**src/rtl/avg_if.sv**
```systemverilog
// Handshake/bus bundle for avg_engine: strobes and sample in, average and status out.
// Strobes are single-cycle pulses sampled on the rising clock edge; there is no ready/back-pressure.
interface avg_if #(
  parameter int DATA_W = 12
);
  logic              shift_avg;
  logic              calc_avg;
  logic [DATA_W-1:0] sample_in;
  logic [DATA_W-1:0] avg_out;
  logic              avg_done;
  logic              busy;
  logic              ovr;
  logic [1:0]        dbg_state;

  modport master (
    output shift_avg, calc_avg, sample_in,
    input  avg_out, avg_done, busy, ovr, dbg_state
  );

  modport slave (
    input  shift_avg, calc_avg, sample_in,
    output avg_out, avg_done, busy, ovr, dbg_state
  );
endinterface

```
**src/rtl/avg_engine.sv**
```systemverilog
// Moving-window averager: DEPTH-entry shift buffer summed serially, divided by shift.
// Define AVG_ROUND_EN for round-half-up division; default build truncates.
module avg_engine #(
  parameter int DATA_W     = 12,
  parameter int DEPTH_LOG2 = 3
) (
  input logic   clk,
  input logic   n_rst,
  avg_if.slave  bus
);
  localparam int DEPTH = 1 << DEPTH_LOG2;
  localparam int AW    = DATA_W + DEPTH_LOG2 + 1;

  typedef enum logic [1:0] {IDLE, ACCUM, DIVIDE, DONE} state_t;

  state_t                  state;
  logic [DATA_W-1:0]       win [DEPTH];
  logic [AW-1:0]           acc;
  logic [DEPTH_LOG2-1:0]   idx;
  logic [DATA_W-1:0]       avg_q;
  logic                    done_q;
  logic                    busy_q;
  logic                    ovr_q;
  logic [AW-1:0]           sum_adj;
  logic [DATA_W-1:0]       result;

`ifdef AVG_ROUND_EN
  assign sum_adj = acc + AW'(DEPTH / 2);
`else
  assign sum_adj = acc;
`endif
  assign result = DATA_W'(sum_adj >> DEPTH_LOG2);

  always_ff @(posedge clk or negedge n_rst) begin
    if (!n_rst) begin
      state  <= IDLE;
      acc    <= '0;
      idx    <= '0;
      avg_q  <= '0;
      done_q <= 1'b0;
      busy_q <= 1'b0;
      ovr_q  <= 1'b0;
      for (int i = 0; i < DEPTH; i++) win[i] <= '0;
    end else begin
      // Any strobe outside IDLE is dropped and only recorded in the sticky flag.
      if (state != IDLE && (bus.shift_avg || bus.calc_avg)) ovr_q <= 1'b1;
      case (state)
        IDLE: begin
          done_q <= 1'b0;
          if (bus.shift_avg) begin
            win[0] <= bus.sample_in;
            for (int i = 1; i < DEPTH; i++) win[i] <= win[i-1];
          end
          if (bus.calc_avg) begin
            acc    <= '0;
            idx    <= '0;
            busy_q <= 1'b1;
            state  <= ACCUM;
          end
        end
        ACCUM: begin
          acc <= acc + AW'(win[idx]);
          idx <= idx + 1'b1;
          if (idx == DEPTH_LOG2'(DEPTH - 1)) state <= DIVIDE;
        end
        DIVIDE: begin
          avg_q  <= result;
          done_q <= 1'b1;
          state  <= DONE;
        end
        DONE: begin
          done_q <= 1'b0;
          busy_q <= 1'b0;
          state  <= IDLE;
        end
        default: state <= IDLE;
      endcase
    end
  end

  assign bus.avg_out   = avg_q;
  assign bus.avg_done  = done_q;
  assign bus.busy      = busy_q;
  assign bus.ovr       = ovr_q;
  assign bus.dbg_state = state;
endmodule
```
**src/flat_wrapper.sv**
```systemverilog
// flat-port wrapper written by rule: the top's interface ports become plain ports
module avg_engine_flat 
#(
  parameter int DATA_W     = 12,
  parameter int DEPTH_LOG2 = 3
)
  (clk, n_rst, bus_shift_avg, bus_calc_avg, bus_sample_in, bus_avg_out, bus_avg_done, bus_busy, bus_ovr, bus_dbg_state);
  avg_if #(.DATA_W(DATA_W)) bus_i ();
  input logic clk;
  input logic n_rst;
  input wire logic [$bits(bus_i.shift_avg)-1:0] bus_shift_avg;
  input wire logic [$bits(bus_i.calc_avg)-1:0] bus_calc_avg;
  input wire logic [$bits(bus_i.sample_in)-1:0] bus_sample_in;
  output wire logic [$bits(bus_i.avg_out)-1:0] bus_avg_out;
  output wire logic [$bits(bus_i.avg_done)-1:0] bus_avg_done;
  output wire logic [$bits(bus_i.busy)-1:0] bus_busy;
  output wire logic [$bits(bus_i.ovr)-1:0] bus_ovr;
  output wire logic [$bits(bus_i.dbg_state)-1:0] bus_dbg_state;
  assign bus_i.shift_avg = bus_shift_avg;
  assign bus_i.calc_avg = bus_calc_avg;
  assign bus_i.sample_in = bus_sample_in;
  assign bus_avg_out = bus_i.avg_out;
  assign bus_avg_done = bus_i.avg_done;
  assign bus_busy = bus_i.busy;
  assign bus_ovr = bus_i.ovr;
  assign bus_dbg_state = bus_i.dbg_state;
  avg_engine #(.DATA_W(DATA_W), .DEPTH_LOG2(DEPTH_LOG2)) u_core (.clk(clk), .n_rst(n_rst), .bus(bus_i));
endmodule
```
**config.mk**
```make
export PLATFORM = sky130hd
export DESIGN_NAME = avg_engine_flat
export DESIGN_NICKNAME = d
export VERILOG_FILES = /design/src/rtl/avg_if.sv /design/src/rtl/avg_engine.sv /design/src/flat_wrapper.sv
export SDC_FILE = /design/constraint.sdc
export NUM_CORES = 1
export LEC_CHECK = 0
export BUFFER_PORTS_ARGS = -buffer_cell sky130_fd_sc_hd__buf_2
export CAP_MARGIN = 10
export CORE_ASPECT_RATIO = 0.5
export CORE_UTILIZATION = 66
export DETAILED_ROUTE_END_ITERATION = 8
export PLACE_DENSITY = 0.95
export SETUP_SLACK_MARGIN = 0.3
export SYNTH_ARGS = -nofsm -noshare
export SYNTH_HDL_FRONTEND = slang
export SYNTH_SLANG_ARGS = --single-unit
export TNS_END_PERCENT = 30
```
**constraint.sdc**
```tcl
create_clock -name clk -period 4.5 [get_ports clk]
set_input_delay 0.9 -clock clk [delete_from_list [all_inputs] [get_ports clk]]
set_output_delay 0.9 -clock clk [all_outputs]
set_load 0.02 [all_outputs]
```
==> results.yml <==
grt:
  antenna_found_initial: 1
  gr-usage-all-layers_pct: 31.5
  grt_overflow: 0
  grt_pass1_vias: 4220
  grt_pass1_wl_mm: 23.0
  grt_start_max_net_pins: 76
cells_and_area:
  diodes: 0
  layout_commonest_cell: "dfrtp_1"
  drive_gt1_share_pct: 44.3
  fin_util_pct: 80.8
  area_delta_synth_final_pct: 14.5
  multi_input_area_sq_um: 2940
  seq_area_sq_um: 3280
  fill_cells: 433
  mostFrequentLayoutCells: "131 x dfrtp_1, 122 x mux2_2, 31 x buf_2"
  final_area_sq_um: 7280
  fin_cells: 614
  final_nets: 520
timing:
  finalHoldViolations: 0
  slew_viol_final: 0
  tightest_slew_ns: 1.00
  finClkSkew_ns: 0.00868
  period_share_pct: 78.4
  setup_violations: 0
  setup_ws_ns: 0.971
  fin_crit_ns: 3.53
  fmax_mhz: 283
  rsz0062_at_grt: "no"
  finalSetupTns_ns: 0
  slew_headroom_pct: 33.3
placed_design:
  portBuffers: 32
  dp_hpwl_mm: 8.06
  globalplace.congestion: 0.853
  place_inst: 582
  placedInstanceArea_sq_um: 6600
  dp_slack_ns: 1.11
cts:
  cts_setup_buffers: 0
  cts.sinks: 131
  cts_tree: "built"
  ctsResizeCount: 0
  cts_max_level: 4
  clk_pin_slew_ns: 0.06
  cts_buffer_depth: 2
  ctsHoldBuffers: 0
  clock_latency_ns: 0.41
  root_buffer: "clkbuf_16"
  cts_made_buffers: 17
pwr:
  leakagePower_nw: 3.26
  power_density_nw_per_um2: 932
  ir_worst_vdd_mv: 0.407
route:
  first_pass_iters: 5
  ant_nets: 0
  vias: 4105
  route.detailed.drc: 0
  vias_per_cell: 6.69
  wl_mm: 14.3
  drtIter0Drc: 374
  avgRoutedWirePerCell_microns: 23.3
logic_synthesis:
  ys_warn_count: 0
  syn-cell-area_sq_um: 6360
  yosysSeqAreaShare_pct: 51.6
  ys_seq_elements: 131
  synth_cell_types: 47
  avgSynthCellArea_sq_um: 14.0
  async_flop_share_pct: 100
  ys.flop_type: "dfrtp_1"
  synth_nets: 489
  syn-instance-count: 453
  synth-edff-count: 0
floorplanning:
  start_util_pct: 70.6
  rows: 24
  pin_count: 33
  fp.dieArea_sq_um: 10100
  chipHeight_microns: 71.4
  die_w_microns: 141
  core_sq_um: 9010
min_path:
  hp-class: "flip-flop to flip-flop"
flow_run:
  maxCapViolCount: 0
critical_path:
  cp_max_fo: 27
  critPathRequiredTime_ns: 4.83
  crit_type: "flip-flop to flip-flop"
  crit_path_end_kind: "flip-flop"
  arrival_ns: 3.86
  setup.worst_path.start_class: "flip-flop"
status:
  status: "complete, no violations"
per-layer routing:
layer,vias up,share of wire [%],track usage (%)
met5,-,0,0
met4,0,2.8,14.4
met3,41,8.1,11.5
met2,190,49,51.2
met1,2131,40,38.5
li1,1743,-,-
worst paths after layout:
kind                                start             end  slack, ns  depth (start not counted)
min                        u_core.bus.ovr  u_core.bus.ovr       0.47                          1
min in group asynchronous           n_rst  u_core.win[83]       0.58                          1
max                         u_core.idx[0]  u_core.acc[14]       0.97                         10
min reg2reg                u_core.bus.ovr  u_core.bus.ovr       0.47                          1
max reg2reg                 u_core.idx[0]  u_core.acc[14]       0.97                         10
max in group asynchronous           n_rst  u_core.win[84]       2.98                          2
per-stage QoR:
| stage | hold slack [ns] | total power (W) |
|---|---|---|
| 2_1_floorplan | 0.456 | 0.00429 |
| 3_3_place_gp | 0.455 | 0.00477 |
| 3_5_place_dp | 0.456 | 0.00497 |
| 4_1_cts | 0.472 | 0.00674 |
| 5_1_grt | 0.498 | 0.00713 |
| 6_report | 0.471 | 0.00679 |
logic make-up after synthesis:
logic type / after synthesis / share of synthesized area, %
compound gates: 51 / 5.19
xor+xnor: 5 / 0.689
fa+ha+maj: 20 / 4.05
buf+inv: 33 / 2.32
flops: 131 / 51.6
mux: 150 / 30.7
simple gates: 63 / 5.45
registers in the layout, summed over array words and instances (netlist names):
name / count
u_core.win: 96
u_core.acc: 15
u_core.bus.ovr: 1
u_core.bus.dbg_state: 2
u_core.bus.avg_out: 12
u_core.bus.avg_done: 1
u_core.bus.busy: 1
u_core.idx: 3
synth_stat cells (all sizes together) (2+ instances only):
| library cell | number | area, sq um |
|---|---|---|
| mux2 | 122 | 1370 |
| nor4b | 3 | 26.3 |
| dfrtp | 131 | 3280 |
| nor2b | 3 | 18.8 |
| o21ai | 21 | 105 |
| a211oi | 4 | 30.0 |
| or4 | 2 | 15.0 |
| nand4 | 3 | 18.8 |
| nand2 | 21 | 81.3 |
| inv | 7 | 26.3 |
| mux4 | 24 | 541 |
| mux2i | 4 | 40.0 |
| o21a | 3 | 22.5 |
| nor2 | 7 | 26.3 |
| nor3b | 4 | 35.0 |
| a21oi | 9 | 48.8 |
| clkbuf | 8 | 31.3 |
| nand2b | 4 | 25.0 |
| ha | 19 | 238 |
| buf | 18 | 90.1 |
| xor2 | 4 | 35.0 |
| a22o | 4 | 35.0 |
| o21bai | 2 | 15.0 |
| nand3 | 9 | 45.0 |
worst max-delay path, cell delays in order (launching register included):
cell,delay [ns]
dfrtp_1,0.36
buf_4,0.44
mux4_2,0.59
mux2_2,0.28
ha_1,0.21
fa_1,0.42
a21oi_1,0.32
o21a_1,0.23
nor4_1,0.08
o21ai_0,0.26
mux2i_1,0.23
cell type report:
| type | instances | share of cell area, % |
|---|---|---|
| flip-flops and latches | 131 | 45.0 |
| multi-input cells | 289 | 40.4 |
| clock inverters | 12 | 3.13 |
| clock buffers | 20 | 6.27 |
| well taps | 117 | 2.01 |
| inverters | 7 | 0.361 |
| repair buffers | 38 | 2.85 |
power breakdown:
group          internal [W]  leakage [nW]  total (W)  switching, W
Sequential          0.00174          1.61    0.00225      0.000511
Combinational       0.00147          1.33    0.00294       0.00147
Clock               0.00107         0.319    0.00160      0.000526
Total               0.00428          3.26    0.00679       0.00250
Power figures use the tool's default switching activity.
